==> config.mk <==
export PLATFORM = sky130hd
export DESIGN_NAME = mem_port_arbiter
export DESIGN_NICKNAME = d
export VERILOG_FILES = /design/src/rtl/mem_arb_pkg.sv /design/src/rtl/mem_arb_pick.sv /design/src/rtl/mem_port_arbiter.sv
export SDC_FILE = /design/constraint.sdc
export NUM_CORES = 1
export LEC_CHECK = 0
export CAP_MARGIN = 20
export CORE_UTILIZATION = 32
export CTS_BUF_LIST = sky130_fd_sc_hd__clkbuf_4 sky130_fd_sc_hd__clkbuf_8 sky130_fd_sc_hd__clkbuf_16
export CTS_CLUSTER_DIAMETER = 50
export DETAILED_ROUTE_END_ITERATION = 12
export GPL_TIMING_DRIVEN = 0
export PLACE_DENSITY = 0.77
export SKIP_LAST_GASP = 1
export SLEW_MARGIN = 15
export SYNTH_ARGS = -nofsm -noshare
export SYNTH_HDL_FRONTEND = slang
export SYNTH_SLANG_ARGS = --single-unit
==> constraint.sdc <==
create_clock -name clk -period 3.6 [get_ports clk]
set_input_delay 0.72 -clock clk [delete_from_list [all_inputs] [get_ports clk]]
set_output_delay 0.72 -clock clk [all_outputs]
set_load 0.05 [all_outputs]
==> src/rtl/mem_arb_pkg.sv <==
// Shared types and default sizing for the memory port arbiter.
package mem_arb_pkg;

    typedef enum logic [1:0] {StIdle, StReq, StWait} arb_state_e;

    typedef enum logic {OWN_IF, OWN_DM} owner_e;

    localparam int unsigned DefAddrW      = 32;
    localparam int unsigned DefDataW      = 32;
    localparam int unsigned DefMaxDstreak = 4;

endpackage

==> src/rtl/mem_arb_pick.sv <==
// Owner selection between fetch and data requesters, with a data-streak limiter
// so a waiting fetch is not starved by back-to-back data traffic.
module mem_arb_pick
    import mem_arb_pkg::*;
#(
    parameter int unsigned MAX_DSTREAK = DefMaxDstreak
) (
    input  logic   clk,
    input  logic   rst,
    input  logic   if_req,
    input  logic   dm_req,
    input  logic   if_gnt,
    input  logic   dm_gnt,
    output owner_e owner
);

    localparam int unsigned CntW = $clog2(MAX_DSTREAK + 2);
    localparam logic [CntW-1:0] StreakMax = CntW'(MAX_DSTREAK);

    logic [CntW-1:0] streak_q, streak_d;

    assign owner = (dm_req && !(if_req && (streak_q == StreakMax))) ? OWN_DM : OWN_IF;

    always_comb begin
        streak_d = streak_q;
        if (if_gnt) begin
            streak_d = '0;
        end else if (dm_gnt) begin
            // Only count data grants that actually made a fetch wait.
            if (!if_req) begin
                streak_d = '0;
            end else if (streak_q != StreakMax) begin
                streak_d = streak_q + 1'b1;
            end
        end
    end

    always_ff @(posedge clk or negedge rst) begin
        if (!rst) begin
            streak_q <= '0;
        end else begin
            streak_q <= streak_d;
        end
    end

endmodule

==> src/rtl/mem_port_arbiter.sv <==
// Shares one memory port between instruction fetch and data accesses, one
// transaction in flight, request fields registered onto the memory side.
module mem_port_arbiter
    import mem_arb_pkg::*;
#(
    parameter int unsigned ADDR_W      = DefAddrW,
    parameter int unsigned DATA_W      = DefDataW,
    parameter int unsigned MAX_DSTREAK = DefMaxDstreak
) (
    input  logic                clk,
    input  logic                rst,

    input  logic                if_req,
    input  logic [ADDR_W-1:0]   if_addr,
    input  logic                if_flush,
    output logic                if_gnt,
    output logic                if_rvalid,
    output logic [DATA_W-1:0]   if_rdata,

    input  logic                dm_req,
    input  logic                dm_we,
    input  logic [DATA_W/8-1:0] dm_be,
    input  logic [ADDR_W-1:0]   dm_addr,
    input  logic [DATA_W-1:0]   dm_wdata,
    output logic                dm_gnt,
    output logic                dm_rvalid,
    output logic [DATA_W-1:0]   dm_rdata,

    output logic                mem_req,
    output logic                mem_we,
    output logic [DATA_W/8-1:0] mem_be,
    output logic [ADDR_W-1:0]   mem_addr,
    output logic [DATA_W-1:0]   mem_wdata,
    input  logic                mem_gnt,
    input  logic                mem_rvalid,
    input  logic [DATA_W-1:0]   mem_rdata
);

    arb_state_e          state_q, state_d;
    owner_e              owner_q, owner_d;
    owner_e              pick_owner;
    logic                drop_q, drop_d;
    logic                mem_req_q, mem_req_d;
    logic                mem_we_q, mem_we_d;
    logic [DATA_W/8-1:0] mem_be_q, mem_be_d;
    logic [ADDR_W-1:0]   mem_addr_q, mem_addr_d;
    logic [DATA_W-1:0]   mem_wdata_q, mem_wdata_d;
    logic                accept, respond;

    mem_arb_pick #(
        .MAX_DSTREAK (MAX_DSTREAK)
    ) u_pick (
        .clk    (clk),
        .rst    (rst),
        .if_req (if_req),
        .dm_req (dm_req),
        .if_gnt (if_gnt),
        .dm_gnt (dm_gnt),
        .owner  (pick_owner)
    );

    assign accept  = (state_q == StReq) && mem_gnt;
    assign respond = (state_q == StWait) && mem_rvalid;

    assign if_gnt    = accept && (owner_q == OWN_IF);
    assign dm_gnt    = accept && (owner_q == OWN_DM);
    // A flush landing in the response cycle itself also discards the data.
    assign if_rvalid = respond && (owner_q == OWN_IF) && !drop_q && !if_flush;
    assign dm_rvalid = respond && (owner_q == OWN_DM);
    assign if_rdata  = if_rvalid ? mem_rdata : '0;
    assign dm_rdata  = dm_rvalid ? mem_rdata : '0;

    assign mem_req   = mem_req_q;
    assign mem_we    = mem_we_q;
    assign mem_be    = mem_be_q;
    assign mem_addr  = mem_addr_q;
    assign mem_wdata = mem_wdata_q;

    always_comb begin
        state_d     = state_q;
        owner_d     = owner_q;
        drop_d      = drop_q;
        mem_req_d   = mem_req_q;
        mem_we_d    = mem_we_q;
        mem_be_d    = mem_be_q;
        mem_addr_d  = mem_addr_q;
        mem_wdata_d = mem_wdata_q;

        if ((state_q != StIdle) && (owner_q == OWN_IF) && if_flush) begin
            drop_d = 1'b1;
        end

        unique case (state_q)
            StIdle: begin
                drop_d = 1'b0;
                if (if_req || dm_req) begin
                    state_d   = StReq;
                    owner_d   = pick_owner;
                    mem_req_d = 1'b1;
                    if (pick_owner == OWN_DM) begin
                        mem_we_d    = dm_we;
                        mem_be_d    = dm_be;
                        mem_addr_d  = dm_addr;
                        mem_wdata_d = dm_wdata;
                    end else begin
                        mem_we_d    = 1'b0;
                        mem_be_d    = '1;
                        mem_addr_d  = if_addr;
                        mem_wdata_d = '0;
                    end
                end
            end
            StReq: begin
                if (mem_gnt) begin
                    state_d   = StWait;
                    mem_req_d = 1'b0;
                end
            end
            StWait: begin
                if (mem_rvalid) begin
                    state_d = StIdle;
                    drop_d  = 1'b0;
                end
            end
            default: state_d = StIdle;
        endcase
    end

    always_ff @(posedge clk or negedge rst) begin
        if (!rst) begin
            state_q     <= StIdle;
            owner_q     <= OWN_IF;
            drop_q      <= 1'b0;
            mem_req_q   <= 1'b0;
            mem_we_q    <= 1'b0;
            mem_be_q    <= '0;
            mem_addr_q  <= '0;
            mem_wdata_q <= '0;
        end else begin
            state_q     <= state_d;
            owner_q     <= owner_d;
            drop_q      <= drop_d;
            mem_req_q   <= mem_req_d;
            mem_we_q    <= mem_we_d;
            mem_be_q    <= mem_be_d;
            mem_addr_q  <= mem_addr_d;
            mem_wdata_q <= mem_wdata_d;
        end
    end

endmodule

# Word level (Yosys, flattened, before mapping)

Index checks and enable logic that the tools add are counted.

Add/sub/neg operators: 1
Equality and inequality tests: 8
Mux-type cells: 21
Bitwise operators: 1
Reduce and logical (&&, ||, !) cells: 24

Operators by type and width:

| operator            | count |
|---|---|
| $mux 32             | 4 |
| $logic_and 1x1->1   | 12 |
| $mux 3              | 4 |
| $mux 1              | 6 |
| $mux 2              | 3 |
| $ne 2x2->1 const B  | 3 |
| $pmux 2 s3          | 1 |
| $reduce_and 3->1    | 2 |
| $reduce_bool 2->1   | 3 |
| $mux 4              | 1 |
| $pmux 1 s2          | 2 |
| $reduce_and 2->1    | 2 |
| $add 3x1->3 const B | 1 |
| $eq 3x3->1 const B  | 1 |
| $logic_not 1->1     | 3 |
| $ne 3x1->1 const B  | 1 |
| $ne 3x3->1 const B  | 1 |
| $eq 2x1->1 const B  | 1 |
| $eq 2x2->1 const B  | 1 |
| $logic_not 2->1     | 1 |
| $logic_or 1x1->1    | 1 |
| $not 1->1           | 1 |

Bits in registers: 77
Input port bits: 140
Output and inout port bits: 138
Word-level logic and storage cells: 64

# Longest topological paths before layout

Word-level depth: 6
Gate-level depth with buffers: 7
Mapped depth without buffers: 5

# Hierarchy

Synthesis repeated with hierarchy kept, for this count alone.

Cell total of the unflattened synthesis: 369
Area total of the unflattened synthesis: 4,124.0 sq um

By module, submodules not included:

| module           | times used | cells each | area each (sq um) | seq. area each (sq um) |
|---|---|---|---|---|
| mem_port_arbiter | 1          | 349        | 3,938.8           | 1,851.8 |
| mem_arb_pick     | 1          | 20         | 185.2             | 75.1 |

# Worst setup path after synthesis

No wires, ideal clock.

Kind: in2out
From: input port mem_rvalid
To: output port if_rdata[22]
Arrival: 2.223 ns
Required time: 2.880 ns
Slack: 0.657 ns
Cell stages on the path: 4
Buffers on the path: 1
Cell sequence: nand3b_1 -> nor4_2 -> clkbuf_1 -> and2_1

Longest elaborated chain between the ends: 5

Ends and longest elaborated chain:

| what                           | RTL line               | RTL |
|---|---|---|
| from (decl)                    | mem_port_arbiter.sv:35 | `input logic mem_rvalid,` |
| $logic_and 1x1->1              | mem_port_arbiter.sv:63 | `assign respond = (state_q == StWait) && mem_rvalid;` |
| $logic_and 1x1->1 (3 in a row) | mem_port_arbiter.sv:68 | `assign if_rvalid = respond && (owner_q == OWN_IF) && !drop_q && !if_flush;` |
| net if_rvalid                  | mem_port_arbiter.sv:17 | `output logic if_rvalid,` |
| $mux 32                        | mem_port_arbiter.sv:70 | `assign if_rdata = if_rvalid ? mem_rdata : '0;` |
| to (decl)                      | mem_port_arbiter.sv:18 | `output logic [DATA_W-1:0] if_rdata,` |

The timed path passes the listed nets, and every way through them passes these cells.

# Worst setup path in the final report

From: input port mem_rvalid
To: output port dm_rvalid

Longest elaborated chain between the ends: 2

Ends and longest elaborated chain:

| what              | RTL line               | RTL |
|---|---|---|
| $logic_and 1x1->1 | mem_port_arbiter.sv:63 |  |
| $logic_and 1x1->1 | mem_port_arbiter.sv:69 | `assign dm_rvalid = respond && (owner_q == OWN_DM);` |
| to (decl)         | mem_port_arbiter.sv:26 | `output logic dm_rvalid,` |

Every way passes these cells.

==> impl_metrics.yaml <==
run_status:
  status: "finished, final reports clean"
final_layout:
  drive_above_1_share: 0.0467
  antennaDiodeCount: 0
  fin_cells: 900
  fin_area_sq_um: 7450
  syn_to_final_growth_pct: 79.5
  seqCellArea_sq_um: 1930
  multiInputGateArea_sq_um: 1850
  final_nets: 865
  fillerInstances: 1166
  final_util: 0.590
timing:
  fin_tns_setup_ps: 0
  timing.final.crit_share: 0.988
  tightest_slew_ps: 632
  max_slew_margin: 0.579
  clock.fmax_mhz: 281
  rsz0062_at_grt: "true"
  layout_min_cycle_time_ps: 3560
  drv_slew: 0
  hold_viol_final: 0
  layout_setup_ws_ps: 42.6
  setup_viol: 0
  skew_ps: 4.71
  fin_hold_ws_ps: 401
clocking:
  cts_sinks: 77
  clk_latency_ps: 350
  clkTransAtPathRegs_ps: 60
  root_buffer: "clkbuf_16"
  cts_buffers: 9
  clock_path_buffers: 2
  hold_buffers: 0
  cts_htree_levels: 3
  cts_tree: "yes"
detailed_routing:
  via_per_inst: 5.05
  drc: 0
  ant_nets: 0
  vias: 4543
  drt_iter0_markers: 324
  wire_per_inst_microns: 17.9
  drt-total-wl_microns: 16100
  drt_pre_antenna_iters: 4
floorplan:
  rows: 41
  core-area_sq_um: 12600
  die_h_microns: 116
  initial_core_util: 0.329
  dieArea_sq_um: 13400
  ioPinCount: 278
  fp.dieW_microns: 116
synth:
  synth.most_common_cell: "dfrtp_1"
  synth_common_cells: "dfrtp_1 (77), and2_1 (66), inv_1 (41)"
  synthArstFlopShare: 1.00
  synthTopCellsByArea: "dfrtp_1 (46%), and2_1 (9.9%), a221o_1 (7.7%)"
  synth-seq-area-share: 0.464
  yosys_warnings: 0
  syn_area_sq_um: 4150
  avgSynthCellArea_sq_um: 9.56
  synth_top_area_frac: 0.464
  synth_edf_count: 0
  yosysTopAreaCell: "dfrtp_1"
  synth_ff_type: "dfrtp_1"
  synth.distinct_cells: 30
  synth_seq_cells: 77
  synthCells: 434
  syn-num-nets: 576
placed_design:
  place_inst: 884
  gp_congestion: 0.838
  placed_area_sq_um: 7160
  dpl.hpwl_microns: 12600
  dp_slack_ps: -248
  port_buffers: 277
pwr:
  cellPowerDensity_nw_per_um2: 829
  max-vdd-ir-drop_v: 0.000504
  power_mw: 6.18
  power_leakage_nw: 3.56
critical_path:
  critical_path_class: "in2out"
  critPathCaptureType: "output pin"
  worstReg2RegStart: "u_pick.streak_q[0]$_DFFE_PN0P_"
  cp_data_arrival_time_ps: 2840
  cp-startpoint: "mem_rvalid"
  start_kind: "input pin"
  reg2reg_depth: 7
  crit_required_ps: 2880
  path_max_fanout: 10
global_routing:
  grt_pass1_wl_microns: 24300
  overflow: 0
  grt_pass1_vias: 4528
  antenna_found_initial: 0
  grt_max_degree: 47
  grt_usage: 0.238
run:
  maxCapViolCount: 0
min_path:
  hold_class: "in2async"
## worst max-delay path, stage by stage
cell	delay, ps
clkdlybuf4s50_1	480
nand3b_1	140
nor2_1	300
clkbuf_1	320
clkdlybuf4s50_1	880
## flip-flops by register name, summed over array words and instances, names as in the netlist
name             flops
mem_addr            32
u_pick.streak_q      3
drop_q               1
mem_req              1
owner_q              1
mem_we               1
mem_wdata           32
mem_be               4
state_q              2
## per-layer routing
metal  part of all wire  global-route usage  wire length, microns  up-vias
met1               0.43               0.311                  7020     2208
li1                   -                   -                     -     2143
met2               0.48               0.375                  7690      170
met3              0.074              0.0811                  1200       22
met4              0.014              0.0650                   227        0
met5                  0                   0                     0        -
## worst paths after layout
kind	slack, ps	end
worst max-delay path	40	dm_rvalid
worst min-delay path	400	mem_addr[31]$_DFFE_PN0P_
worst max register to register	1720	mem_wdata[22]$_DFFE_PN0P_
worst min register to register	500	mem_req$_DFFE_PN0P_
max in group asynchronous	2590	mem_wdata[4]$_DFFE_PN0P_
min in group clk	500	mem_req$_DFFE_PN0P_
## cell families after synthesis
group / Yosys count / share of synthesized area
simple gates: 182 / 0.291
buf+inv: 87 / 0.0923
compound gates: 86 / 0.147
flops: 77 / 0.464
fa+ha+maj: 2 / 0.00603
## cell usage in the layout (no fill, tap or decap), drive strengths merged
cell type and count:
clkdlybuf4s50 217, nand4 34, dlygate4sd2 51, and2 66, dlymetal6s2s 8, clkinv 2
nor4 1, and3 32, nor2 4, o31ai 1, and3b 1, dfrtp 77
nand3 2, and4 32, bufinv 2, a21oi 11, a221o 32, ha 2
clkbuf 42, a31oi 4, buf 18, nand2b 1, nand3b 2, o21ai 35
a31o 2, or2 1, nand2 6, o21bai 1, inv 41
## cell type report
type | count | area share
Clock inverter | 4 | 0.00940
Buffer | 46 | 0.0307
Sequential cell | 77 | 0.259
Clock buffer | 12 | 0.0349
Timing Repair Buffer | 278 | 0.369
Tap cell | 172 | 0.0289
Inverter | 41 | 0.0207
Multi-Input combinational cell | 270 | 0.248
## report_power, final
| group | internal (mW) | leakage [nW] | switching, mW |
|---|---|---|---|
| Sequential | 1.26 | 0.954 | 0.254 |
| Combinational | 1.31 | 2.44 | 2.34 |
| Clock | 0.650 | 0.166 | 0.364 |
| Total | 3.22 | 3.56 | 2.96 |
## timing repair
| action | 4_1_cts | 5_1_grt |
|---|---|---|
| endpoints found under the setup margin | 51 | 39 |
| resized for setup | 51 | 9 |
| cloned | 0 | 0 |
| setup buffers | 0 | 0 |
| pin swaps | 0 | 0 |
Note: power is estimated with default switching activity, not from simulation.
